===== config.mk =====
export PLATFORM = sky130hd
export DESIGN_NAME = credit_return_fifo
export DESIGN_NICKNAME = d
export VERILOG_FILES = /design/src/rtl/credit_return_fifo.sv
export SDC_FILE = /design/constraint.sdc
export NUM_CORES = 1
export LEC_CHECK = 0
export CAP_MARGIN = 20
export CORE_MARGIN = 1.5
export CORE_UTILIZATION = 50
export DETAILED_ROUTE_END_ITERATION = 6
export PLACE_DENSITY = 0.71
export SYNTH_ARGS = -nofsm -noshare
export SYNTH_HDL_FRONTEND = slang
export SYNTH_SLANG_ARGS = --single-unit

===== constraint.sdc =====
create_clock -name clk -period 5 [get_ports clk]
set_input_delay 1 -clock clk [delete_from_list [all_inputs] [get_ports clk]]
set_output_delay 1 -clock clk [all_outputs]
set_load 0.01 [all_outputs]

===== src/rtl/credit_return_fifo.sv =====
// credit_return_fifo: receive-side terminator for a fixed-latency, non-stallable
// pipeline. It hands out launch credits, counts items in flight, captures items
// as they emerge and presents them to a ready/valid consumer. The buffer can
// never overrun because credits cover both stored and in-flight items.
module credit_return_fifo #(
  parameter int DW    = 16,
  parameter int DEPTH = 8,
  parameter int CW    = 9
) (
  input  logic          clk,
  input  logic          rst,
  input  logic          issue_valid,
  output logic          issue_ready,
  input  logic          pipe_valid,
  input  logic [DW-1:0] pipe_data,
  output logic          out_valid,
  output logic [DW-1:0] out_data,
  input  logic          out_ready,
  output logic [CW-1:0] occupancy,
  output logic [CW-1:0] inflight,
  output logic          err_overflow,
  output logic          err_orphan
);

  localparam int PW = (DEPTH > 1) ? $clog2(DEPTH) : 1;

  localparam logic [CW:0]   DEPTH_SUM = (CW+1)'(DEPTH);
  localparam logic [CW-1:0] DEPTH_C   = CW'(DEPTH);
  localparam logic [CW-1:0] ONE_C     = CW'(1);
  localparam logic [PW-1:0] LAST_PTR  = PW'(DEPTH - 1);
  localparam logic [PW-1:0] ONE_P     = PW'(1);

  logic [CW-1:0] occupancy_reg, occupancy_next;
  logic [CW-1:0] inflight_reg, inflight_next;
  logic [PW-1:0] rd_ptr_reg, rd_ptr_next;
  logic [PW-1:0] wr_ptr_reg, wr_ptr_next;
  logic          err_overflow_reg, err_overflow_next;
  logic          err_orphan_reg, err_orphan_next;

  logic [DW-1:0] mem_reg [DEPTH];

  logic [CW:0]   credit_sum;
  logic          launch;
  logic          ret_counted;
  logic          full;
  logic          wr_en;
  logic          pop;

  // Credit check and event decode; extra sum bit keeps the compare exact.
  always_comb begin
    credit_sum  = {1'b0, occupancy_reg} + {1'b0, inflight_reg};
    issue_ready = (credit_sum < DEPTH_SUM) && !rst;
    out_valid   = (occupancy_reg != '0);
    launch      = issue_valid && issue_ready;
    ret_counted = pipe_valid && (inflight_reg != '0);
    full        = (occupancy_reg == DEPTH_C);
    wr_en       = pipe_valid && !full;
    pop         = out_valid && out_ready;
  end

  // Next-state for counters, pointers and sticky error flags.
  always_comb begin
    inflight_next     = inflight_reg;
    occupancy_next    = occupancy_reg;
    rd_ptr_next       = rd_ptr_reg;
    wr_ptr_next       = wr_ptr_reg;
    err_overflow_next = err_overflow_reg;
    err_orphan_next   = err_orphan_reg;

    // A launch and a counted return in the same cycle cancel out.
    case ({launch, ret_counted})
      2'b10:   inflight_next = inflight_reg + ONE_C;
      2'b01:   inflight_next = inflight_reg - ONE_C;
      default: inflight_next = inflight_reg;
    endcase

    case ({wr_en, pop})
      2'b10:   occupancy_next = occupancy_reg + ONE_C;
      2'b01:   occupancy_next = occupancy_reg - ONE_C;
      default: occupancy_next = occupancy_reg;
    endcase

    if (wr_en) begin
      wr_ptr_next = (wr_ptr_reg == LAST_PTR) ? '0 : wr_ptr_reg + ONE_P;
    end
    if (pop) begin
      rd_ptr_next = (rd_ptr_reg == LAST_PTR) ? '0 : rd_ptr_reg + ONE_P;
    end

    // Full is judged on registered occupancy, so a pop in the same cycle
    // does not rescue an arriving item.
    if (pipe_valid && full) begin
      err_overflow_next = 1'b1;
    end
    if (pipe_valid && (inflight_reg == '0)) begin
      err_orphan_next = 1'b1;
    end
  end

  // State register; reset discards everything buffered or in flight.
  always_ff @(posedge clk) begin
    if (rst) begin
      occupancy_reg    <= '0;
      inflight_reg     <= '0;
      rd_ptr_reg       <= '0;
      wr_ptr_reg       <= '0;
      err_overflow_reg <= 1'b0;
      err_orphan_reg   <= 1'b0;
    end else begin
      occupancy_reg    <= occupancy_next;
      inflight_reg     <= inflight_next;
      rd_ptr_reg       <= rd_ptr_next;
      wr_ptr_reg       <= wr_ptr_next;
      err_overflow_reg <= err_overflow_next;
      err_orphan_reg   <= err_orphan_next;
    end
  end

  // Storage array; contents need no reset since the pointers define validity.
  always_ff @(posedge clk) begin
    if (wr_en) begin
      mem_reg[wr_ptr_reg] <= pipe_data;
    end
  end

  // Head of buffer is read directly; no bypass from pipe_data.
  assign out_data     = mem_reg[rd_ptr_reg];
  assign occupancy    = occupancy_reg;
  assign inflight     = inflight_reg;
  assign err_overflow = err_overflow_reg;
  assign err_orphan   = err_orphan_reg;

  // Credits must cover every stored and in-flight item unless orphans
  // have already corrupted the accounting.
  credit_invariant: assert property (
    @(posedge clk) disable iff (rst)
    (!err_orphan_reg) |-> (credit_sum <= DEPTH_SUM)
  );

endmodule


Word level (Yosys, flattened, before mapping). Memory sizes are Yosys's and may differ from the RTL's. A register that Yosys moved wholly into a read port is not among the register bits. Cells that the tools add are included.

$add $sub $neg: 7. $mul: 0. Divide/modulo/power cells: 0. Magnitude comparators: 1. Eq/ne operators: 7. Shift operators: 0. Multiplexer cells: 8. Bitwise logic cells: 0. Reductions and logical operators: 14.

Operator list (number): $pmux 9 s2 (2); $add 9x1->9 const B (2); $reduce_bool 9->1 (2); $sub 9x1->9 const B (2); $mux 3 (4); $add 9x9->10 (1); $lt 10x4->1 const B (1); $eq 9x4->1 const B (1); $logic_not 9->1 (1); $logic_and 1x1->1 (7); $add 3x1->3 const B (2); $eq 3x3->1 const B (2); $eq 2x1->1 const B (2); $eq 2x2->1 const B (2); $reduce_bool 2->1 (2); $logic_not 1->1 (2); $mux 1 (2).

Bits in registers: 26. Latch bits: 0. RAM bits: 128. Bits in read-only memories: 0. Bits of input ports: 21. Output and inout bits: 38. Word-level logic and storage cells: 44. Memories: 1.

Memories: mem_reg (depth 8, width 16, rd ports 1, clocked after Yosys merged registers in 1, wr ports 1, line 40) `logic [DW-1:0] mem_reg [DEPTH];`.

Longest topological paths before layout. Gate-level depths: netlist of the first run.

Word-level depth: 6. Gate-level depth with buffers: 12. Mapped depth without buffers: 12.

Worst setup path after synthesis of the first run. No wires, ideal clock.

Path kind: input to register. From: input pipe_valid. To: memory mem_reg[4][0], enable pin. Library setup time: 0.436 ns. Data arrival time: 3.191 ns. Required time: 4.564 ns. Slack: 1.373 ns. Stages on the path: 3. Path buffers: 1. Cell sequence: clkbuf_1 nand2_1 nor4b_1.

Longest elaborated chain between the ends: 3.

Ends and longest elaborated chain: start, declared (line 14) `input logic pipe_valid,`; $logic_and 1x1->1 (line 57) `wr_en = pipe_valid && !full;`; $mux 1 (line 121) `if (wr_en) begin`; $mux 1 (implied by the code) (line 122) `mem_reg[wr_ptr_reg] <= pipe_data;`; end, declared (line 40).

No other way between the ends.

Worst setup path in the final report of the first run.
From: input pipe_valid. To: register occupancy_reg[8] (netlist: occupancy[8]).

Longest elaborated chain between the ends: 3. Elaborated cells between the ends (all ways): 5. Classes of those cells: 2 x eq/ne; 1 x mux; 2 x reduce/logical.

Ends and longest elaborated chain: $logic_and 1x1->1 * (line 57); $eq 2x1->1 / $eq 2x2->1 (equally long branches) (line 77) `case ({wr_en, pop})`; $pmux 9 s2 / $reduce_bool 2->1 (equally long branches); end signal, assigned (line 110) `occupancy_reg <= occupancy_next;`; end, declared (line 33) `logic [CW-1:0] occupancy_reg, occupancy_next;`.

Mark *: on every way between the ends. The rest lies on a longest branch, timed or not. A chain may end at the register's enable or synchronous reset.

==> results, run 1 <==
- The flow ran to the end, and the final reports show no timing, DRC or antenna violations.
- The post-DP HPWL is 8.09 mm.
- The worst register-to-register path has a depth of 11.
- The area share of the leading cell type in the synthesized netlist is 0.569.
- After detailed routing, the number of vias per cell comes to 5.71.
- VDD sags by at most 0.265 mV.
- For this design the total switching power over the nets is 1.29 mW.
- The switching part of the total is 0.301.
- In the post-route analysis, the smallest setup slack over all paths is 1.23 ns.
- The count of yosys warnings during synthesis is 0.
- The fraction of synthesis flops using an asynchronous set or reset pin is 0.
- The capture point of the worst reg-to-reg path is occupancy[8].
- The number of hold buffers added after CTS was 0.
- The remaining routing DRC violations is 0.
- After synthesis the netlist holds a flip-flop and latch count of 157.
- Routability-driven placement finished with a final weighted congestion of 0.870.
- The layout cell share with drive strength beyond 1 is 0.201.
- The post-route clock skew is 0.00719 ns.
- Setup violations remaining at the end of the flow were counted as 0.
- sky130_fd_sc_hd__edfxtp_1 is the most common cell in the netlist.
- The initial core utilization is 0.512.
- The horizontal die dimension is 119 µm.
- After global routing the overflow that remains totals 0.
- The number of gates resized after CTS was 0.
- The multi-input logic area is 0.00230 mm².
- The die is 119 µm tall.
- The number of max-slew violations in the final report came to 0.
- The flip-flop cell with the highest count after synthesis is sky130_fd_sc_hd__edfxtp_1.
- The number of antenna violations at the first check in global routing came to 0.
- The actual transition at the worst max-transition pin is 1.07 ns.
- The number of maximum-capacitance violations is 0.
- The worst flop-to-flop path startpoint is occupancy[0].
- The total count of hold-check failures in the final report was 0.
- The synthesized netlist contains 45 unique library cells.
- The type of element launching the critical path is an input pin.
- The internal power of the cells totals 3.00 mW.
- Before antenna repair, the detailed router went through 4 iterations.
- The clock period could shrink to 3.77 ns.
- 59 I/O pins were placed.
- The clock tree root buffer cell is sky130_fd_sc_hd__clkbuf_16.
- The number of DRC markers in iteration 0 is 314.
- Headroom to the max-slew limit came out at 0.289.
- The clock tree buffer depth is 2.
- The part of the power in the clock network is 0.287.
- The leakage power figure is 2.84 nW.
- The die covers 0.0142 mm².
- For this run, the top clock speed supported by timing is 265 MHz.
- The average cell area after synthesis is 16.1 µm².
- The overall via count from detail_route is 3,868.
- Synthesis produced a netlist whose cell count is 419.
- The final routed wirelength across all metal layers is 13.0 mm.
- In the global route stage, overall resource usage came out at 0.197.
- In this run, CTS created clock tree buffers numbering 17.
- Of all nets on the critical path, the largest fanout is 9.
- Dividing the detail-routed wire length by the instance count gives 19.1 µm.
- Input and output buffers added on the ports amount to 58.
- Of the available clock period, the critical path in the final layout requires 0.754.
- The number of global-route vias before repair is 3,907.
- After synthesis, the cell types taking the most area are sky130_fd_sc_hd__edfxtp_1, sky130_fd_sc_hd__mux4_2, sky130_fd_sc_hd__dfxtp_1.
- The footprint of the flip-flops and latches is 0.00443 mm².
- The detail route stage leaves a number of antenna-violating nets equal to 0.
- The post-synthesis instance area is 0.00676 mm².
- The number of cells traversed by the worst hold path is 2.
- The final total negative setup slack is 0 ns.
- The sequential share of the synthesized area is 0.655.
- The core region area is 0.0132 mm².
- Post-CTS timing repair inserted 0 buffers for setup.
- The first global-routing pass estimated 20.9 mm of wire.
- The worst hold path belongs to the class flip-flop to flip-flop.
- The number of flip-flops under the largest register name is 128.
- The start point of the critical path is pipe_valid.
- Setup slack on the worst reg-to-reg path comes out at 1.31 ns.
- Entering global routing, the biggest net connects 34 pins.
- The share of total power dissipated in combinational logic is 0.319.
- Of the total power, registers draw 0.394.
- The slowest cell on the critical path is sky130_fd_sc_hd__clkdlybuf4s50_1.
- The startpoint-to-endpoint class of the critical path is input pin to flip-flop.
- The signal on the critical path passes through clkdlybuf4s50_1 -> nand2_1 -> ha_1 -> inv_1 -> fa_1 -> nand2b_1 -> a21oi_1 -> o31a_1 -> mux2i_1 -> mux2_1.
- At the worst endpoint, the required time is 5.30 ns.
- The floorplan has 42 rows.
- Setup repair after global routing left no endpoint under its margin.
- The clock-pin slew reported for the worst setup and hold paths after clock tree synthesis is 0.06 ns.
- Compared with the post-synthesis result, the final layout area differs by 21.3%.
- The commonest cells after synthesis are sky130_fd_sc_hd__edfxtp_1, sky130_fd_sc_hd__mux4_2, sky130_fd_sc_hd__dfxtp_1.
- The number of filler instances in the final layout is 964.
- The net count of the finished layout is 541.
- The pre-CTS setup slack is 0.850 ns.
- The critical path data arrival time is 4.07 ns.
- The antenna diode count is 0.
- The synthesized design spends more area on one cell type than any other, namely sky130_fd_sc_hd__edfxtp_1.
- The net count after synthesis is 470.
- The depth of the CTS H-tree is 4.
- The CTS tree is done.
- The clock latency at the later pin of the worst-skew pair is 0.42 ns.
- The synthesized design contains 128 enable-type register cells.
- The total number of clock tree sinks is 157.
- The launch instance of the worst min-delay path is rd_ptr_reg[1].
- The maximum single-stage delay on the critical path is 0.55 ns.
- The power density over the cells is 524 mW/mm².
- STA classifies the critical path endpoint as a flip-flop.
[worst max path at each step]
stage,end,slack [ns]
6_report,occupancy[8],1.23
5_1_grt,occupancy[8],1.03
4_1_cts,out_data[14],1.19
3_5_place_dp,occupancy[8],0.85
3_3_place_gp,inflight[8],0.94
2_1_floorplan,mem_reg[4][0],1.37
[layout make-up]
cell class / count / share of cell area
inverters: 9 / 0.00412
flip-flops and latches: 157 / 0.540
clock inverters: 12 / 0.0169
clock buffers: 19 / 0.0528
multi-input cells: 238 / 0.280
well taps: 176 / 0.0269
repair buffers: 67 / 0.0791
[layout by cell type, fill, tap and decap left out, types with 3 or more instances in the layout]
| cell | instances |
|---|---|
| sky130_fd_sc_hd__clkbuf_16 | 17 |
| sky130_fd_sc_hd__inv_1 | 9 |
| sky130_fd_sc_hd__nor2_1 | 28 |
| sky130_fd_sc_hd__mux2_2 | 16 |
| sky130_fd_sc_hd__xor2_1 | 5 |
| sky130_fd_sc_hd__nand2_1 | 19 |
| sky130_fd_sc_hd__a211oi_1 | 8 |
| sky130_fd_sc_hd__nor4_1 | 8 |
| sky130_fd_sc_hd__clkinvlp_4 | 4 |
| sky130_fd_sc_hd__or3_1 | 6 |
| sky130_fd_sc_hd__mux4_2 | 32 |
| sky130_fd_sc_hd__clkdlybuf4s50_1 | 58 |
| sky130_fd_sc_hd__o21bai_1 | 4 |
| sky130_fd_sc_hd__buf_4 | 9 |
| sky130_fd_sc_hd__o21ai_0 | 9 |
| sky130_fd_sc_hd__nand3_1 | 4 |
| sky130_fd_sc_hd__ha_1 | 28 |
| sky130_fd_sc_hd__clkinv_4 | 3 |
| sky130_fd_sc_hd__dfxtp_1 | 27 |
| sky130_fd_sc_hd__o221ai_1 | 4 |
| sky130_fd_sc_hd__mux2i_1 | 4 |
| sky130_fd_sc_hd__a21oi_1 | 17 |
| sky130_fd_sc_hd__edfxtp_1 | 128 |
| sky130_fd_sc_hd__nor2b_1 | 6 |
| sky130_fd_sc_hd__a21o_1 | 5 |
[cell families (layout without fill, tap and decap cells)]
logic type | after synthesis | after routing | share of synthesized area
buffers and inverters | 24 | 107 | 0.0139
AO/OA/AOI/OAI | 57 | 57 | 0.0550
adder cells (fa/ha/maj) | 30 | 30 | 0.0578
XOR/XNOR | 5 | 5 | 0.00648
flip-flops | 157 | 157 | 0.655
multiplexers | 54 | 54 | 0.143
AND/OR/NAND/NOR | 92 | 92 | 0.0696
[routing by layer]
metal | routed length (µm) | track usage | vias to the layer above
met1 | 5730 | 0.262 | 1946
met3 | 591 | 0.0465 | 15
li1 | - | - | 1814
met5 | 0 | 0 | -
met4 | 183 | 0.0715 | 0
met2 | 6440 | 0.320 | 93
[power by group through the flow]
stage / logic (mW) / clock network, mW / registers (mW)
after global placement: 1.34 / 0 / 1.72
after CTS: 1.38 / 1.26 / 1.69
final: 1.37 / 1.23 / 1.69
after floorplan: 0.940 / 0 / 1.65
after global routing: 1.52 / 1.31 / 1.71
after detailed placement: 1.38 / 0 / 1.72
[metrics by stage]
step                      hold WS (ns)  instances  total power, mW  utilization  cell area, µm²
after CTS                        0.482        678             4.33        0.622            8200
after floorplan                  0.450        419             2.59            -            6760
after global routing             0.506        678             4.53        0.622            8200
after global placement           0.449        647             3.06        0.578            7630
final                            0.477        678             4.30        0.622            8200
after detailed placement         0.473        647             3.10        0.578            7630
[critical path, delay by kind of cell]
kind / cells / cell delay, ns
compound gates: 2 / 0.42
mux: 2 / 0.52
fa+ha+maj: 2 / 0.87
simple gates: 2 / 0.57
buf+inv: 2 / 0.67
(Power assumes the default switching activity.)
==> run 2, diff against run 1 <==
--- a/config.mk
+++ b/config.mk
@@ -9,7 +9,7 @@
 export CORE_MARGIN = 1.5
 export CORE_UTILIZATION = 50
 export DETAILED_ROUTE_END_ITERATION = 6
-export PLACE_DENSITY = 0.71
+export PLACE_DENSITY = 0.73
 export SYNTH_ARGS = -nofsm -noshare
 export SYNTH_HDL_FRONTEND = slang
 export SYNTH_SLANG_ARGS = --single-unit
==> constraint.sdc (replaced) <==
create_clock -name clk -period 3.1 [get_ports clk]
set_input_delay 0.62 -clock clk [delete_from_list [all_inputs] [get_ports clk]]
set_output_delay 0.62 -clock clk [all_outputs]
set_load 0.01 [all_outputs]
==> results, run 2 (same netlist as run 1, synthesis figures left out) <==
- In this run the critical register-to-register path is captured at inflight[8].
- The remaining routing DRC violations is 0.
- The antenna diode count is 0.
- The depth of the CTS H-tree is 4.
- Counting cells, the worst reg-to-reg path comes to 12.
- At the end of routability-driven placement, the weighted congestion stood at 0.797.
- The final routed wirelength across all metal layers is 15.1 mm.
- The number of antenna violations at the first check in global routing was 0.
- Counting along the longest clock path gives a buffer depth of 2.
- The clock tree root buffer cell is sky130_fd_sc_hd__clkbuf_16.
- The tree built by TritonCTS fans out to 157 sinks.
- The post-route met1 wirelength is 6.04 mm.
- The top cell types in the final layout, fill and taps aside, are sky130_fd_sc_hd__edfxtp_1, sky130_fd_sc_hd__buf_4, sky130_fd_sc_hd__clkdlybuf4s50_1, sky130_fd_sc_hd__mux4_2, sky130_fd_sc_hd__nor2_1.
- The horizontal die dimension is 119 µm.
- Of the available clock period, the critical path in the final layout requires 0.990.
- The TritonCTS buffer count is 17.
- The kind of end point of the critical path is a flip-flop.
- The highest achievable clock rate is 326 MHz.
- In this run the top signal layer used is met4.
- The clock arrives with 0.00507 ns of skew.
- The overall via count from detail_route is 4,160.
- The final critical delay including setup and external delays is 3.07 ns.
- In this run the critical register-to-register path is launched from inflight[6].
- The power density over the cells is 872 mW/mm².
- The number of max-slew violations in the final report is 0.
- Of all nets on the critical path, the largest fanout is 8.
- The remaining antenna violation count after routing is 0.
- For the pin with the worst max-slew slack, the measured transition is 0.523 ns.
- The number of cells traversed by the worst hold path is 2.
- The launch instance of the worst min-delay path is rd_ptr_reg[1].
- The length of the first detailed-routing pass in iterations is 5.
- The core region is 0.0132 mm².
- The startpoint-to-endpoint class of the critical path is flip-flop to flip-flop.
- The met2 wire length is 8.07 mm.
- STA puts the critical path data required time at 3.41 ns.
- The number of buffer cells added on primary ports is 58.
- The type of element launching the critical path is a flip-flop.
- The total count of hold-check failures in the final report was 0.
- Leaving out fill and tap cells, the most frequent cell in the layout is sky130_fd_sc_hd__edfxtp_1.
- The area growth from synthesis to layout is 31.7%.
- Dividing the detail-routed via count by the number of cells gives 5.62.
- In the final layout, the share of cells above drive strength 1 is 0.326.
- The pre-CTS setup slack is -0.631 ns.
- The total number of placement rows is 42.
- The end of the worst hold path is rd_ptr_reg[1].
- The final-stage net count is 602.
- The detailed router finished its first iteration with 319 violations.
- The total overflow left after global routing is 0.
- The worst max-slew margin expressed relative to the limit is 0.650.
- The final total negative setup slack is 0 ns.
- The number of global-route vias before repair is 4,427.
- The leakage power figure is 3.21 nW.
- The flow ran to the end, and the final reports show no timing, DRC or antenna violations.
- Across the run, the number of max-cap violations was 0.
- The largest net degree at the start of global routing is 34.
- Once detailed placement completed, the half-perimeter wirelength came to 8.94 mm.
- Setup repair after global routing could not meet its margin everywhere.
- The global-route wire length before repair is 23.2 mm.
- Power comes to 7.76 mW.
- The number of flip-flops under the largest register name is 128.
- The worst register-to-register path has a setup slack of 0.03 ns.
- For this configuration, the core starts out at a cell density of 0.512.
- The clock latency at the later pin of the worst-skew pair is 0.42 ns.
- The die is 119 µm tall.
- Setup slack on the critical path of the routed design comes to 0.0295 ns.
- The number of setup violations in the final report is 0.
- In the global route stage, overall resource usage came out at 0.221.
- The maximum VDD drop is 0.545 mV.
- Dividing the detail-routed wire length by the instance count gives 20.3 µm.
- The min-delay analysis places its worst path in the category flip-flop to flip-flop.
- The CTS tree is done.
- Clock-pin slew was measured on the worst setup and hold paths at 0.06 ns.
- The total die area is 0.0142 mm².
- The critical path data arrival time is 3.38 ns.
- After detailed routing, the met3 layer carries 744 µm of wire.
- During I/O placement, the number of pins put on the boundary was 59.
run 2: cell types whose count changed in the layout (fill, tap and decap cells not counted), moves of 4 or more:
cell and change:
sky130_fd_sc_hd__clkinvlp_4 -4, sky130_fd_sc_hd__ha_4 +5, sky130_fd_sc_hd__ha_2 +4, sky130_fd_sc_hd__ha_1 -9, sky130_fd_sc_hd__nor4_1 -5, sky130_fd_sc_hd__dfxtp_1 -4
sky130_fd_sc_hd__buf_4 +57, sky130_fd_sc_hd__clkinv_1 +4
run 2: critical path, stage by stage, from the launching register on:
cell                       delay [ns]
sky130_fd_sc_hd__dfxtp_2         0.37
sky130_fd_sc_hd__ha_1            0.21
sky130_fd_sc_hd__nor4_2          0.27
sky130_fd_sc_hd__nand4_1         0.14
sky130_fd_sc_hd__a21oi_2         0.15
sky130_fd_sc_hd__nand2_1         0.10
sky130_fd_sc_hd__ha_4            0.22
sky130_fd_sc_hd__fa_2            0.38
sky130_fd_sc_hd__a211oi_2        0.26
sky130_fd_sc_hd__o21bai_1        0.10
sky130_fd_sc_hd__a31oi_1         0.22
sky130_fd_sc_hd__mux2i_1         0.22
sky130_fd_sc_hd__mux2_1          0.33
run 2: final cells by class:
type,count,area (µm²)
sequential,157,4430
fill,885,4290
multi-input combinational,238,2440
timing repair buffer,128,1160
clock buffer,19,433
tap,176,220
clock inverter,13,171
inverter,9,33.8
run 2: repair_timing:
action                                  4_1_cts  5_1_grt
gates cloned                                  0        1
hold endpoints to repair                      0        0
hold buffers                                  0        0
gates resized for setup                       5       30
endpoints found under the setup margin        3        9
pin swaps                                     3       11
buffers inserted                              1        1
run 2: layer usage:
| layer | global-route usage | vias to the layer above |
|---|---|---|
| met5 | 0 | - |
| li1 | - | 1931 |
| met3 | 0.0584 | 18 |
| met4 | 0.0670 | 0 |
| met1 | 0.262 | 2107 |
| met2 | 0.393 | 104 |
run 2: power by group:
group | total [mW] | internal (mW) | switching [mW]
Clock | 2.11 | 1.34 | 0.779
Combinational | 3.04 | 1.68 | 1.35
Sequential | 2.61 | 2.47 | 0.137
run 2: through the flow:
| step | instances | area, µm² | hold slack [ns] | util |
|---|---|---|---|---|
| 2_1_floorplan | 419 | 6770 | 0.450 | - |
| 3_3_place_gp | 705 | 8100 | 0.454 | 0.614 |
| 3_5_place_dp | 705 | 8100 | 0.480 | 0.614 |
| 4_1_cts | 738 | 8740 | 0.496 | 0.663 |
| 5_1_grt | 740 | 8900 | 0.511 | 0.675 |
| 6_report | 740 | 8900 | 0.488 | 0.675 |
run 2: how the worst max path moves through the flow:
stage,start,end,slack (ns),depth (start not counted)
global placement,rst,inflight[8],-0.46,12
global route,inflight[6],inflight[8],-0.08,12
floorplan,occupancy[3],inflight[8],-0.14,12
CTS,inflight[8],inflight[8],-0.02,12
detailed placement,rst,inflight[8],-0.63,12
finish,inflight[6],inflight[8],0.03,12
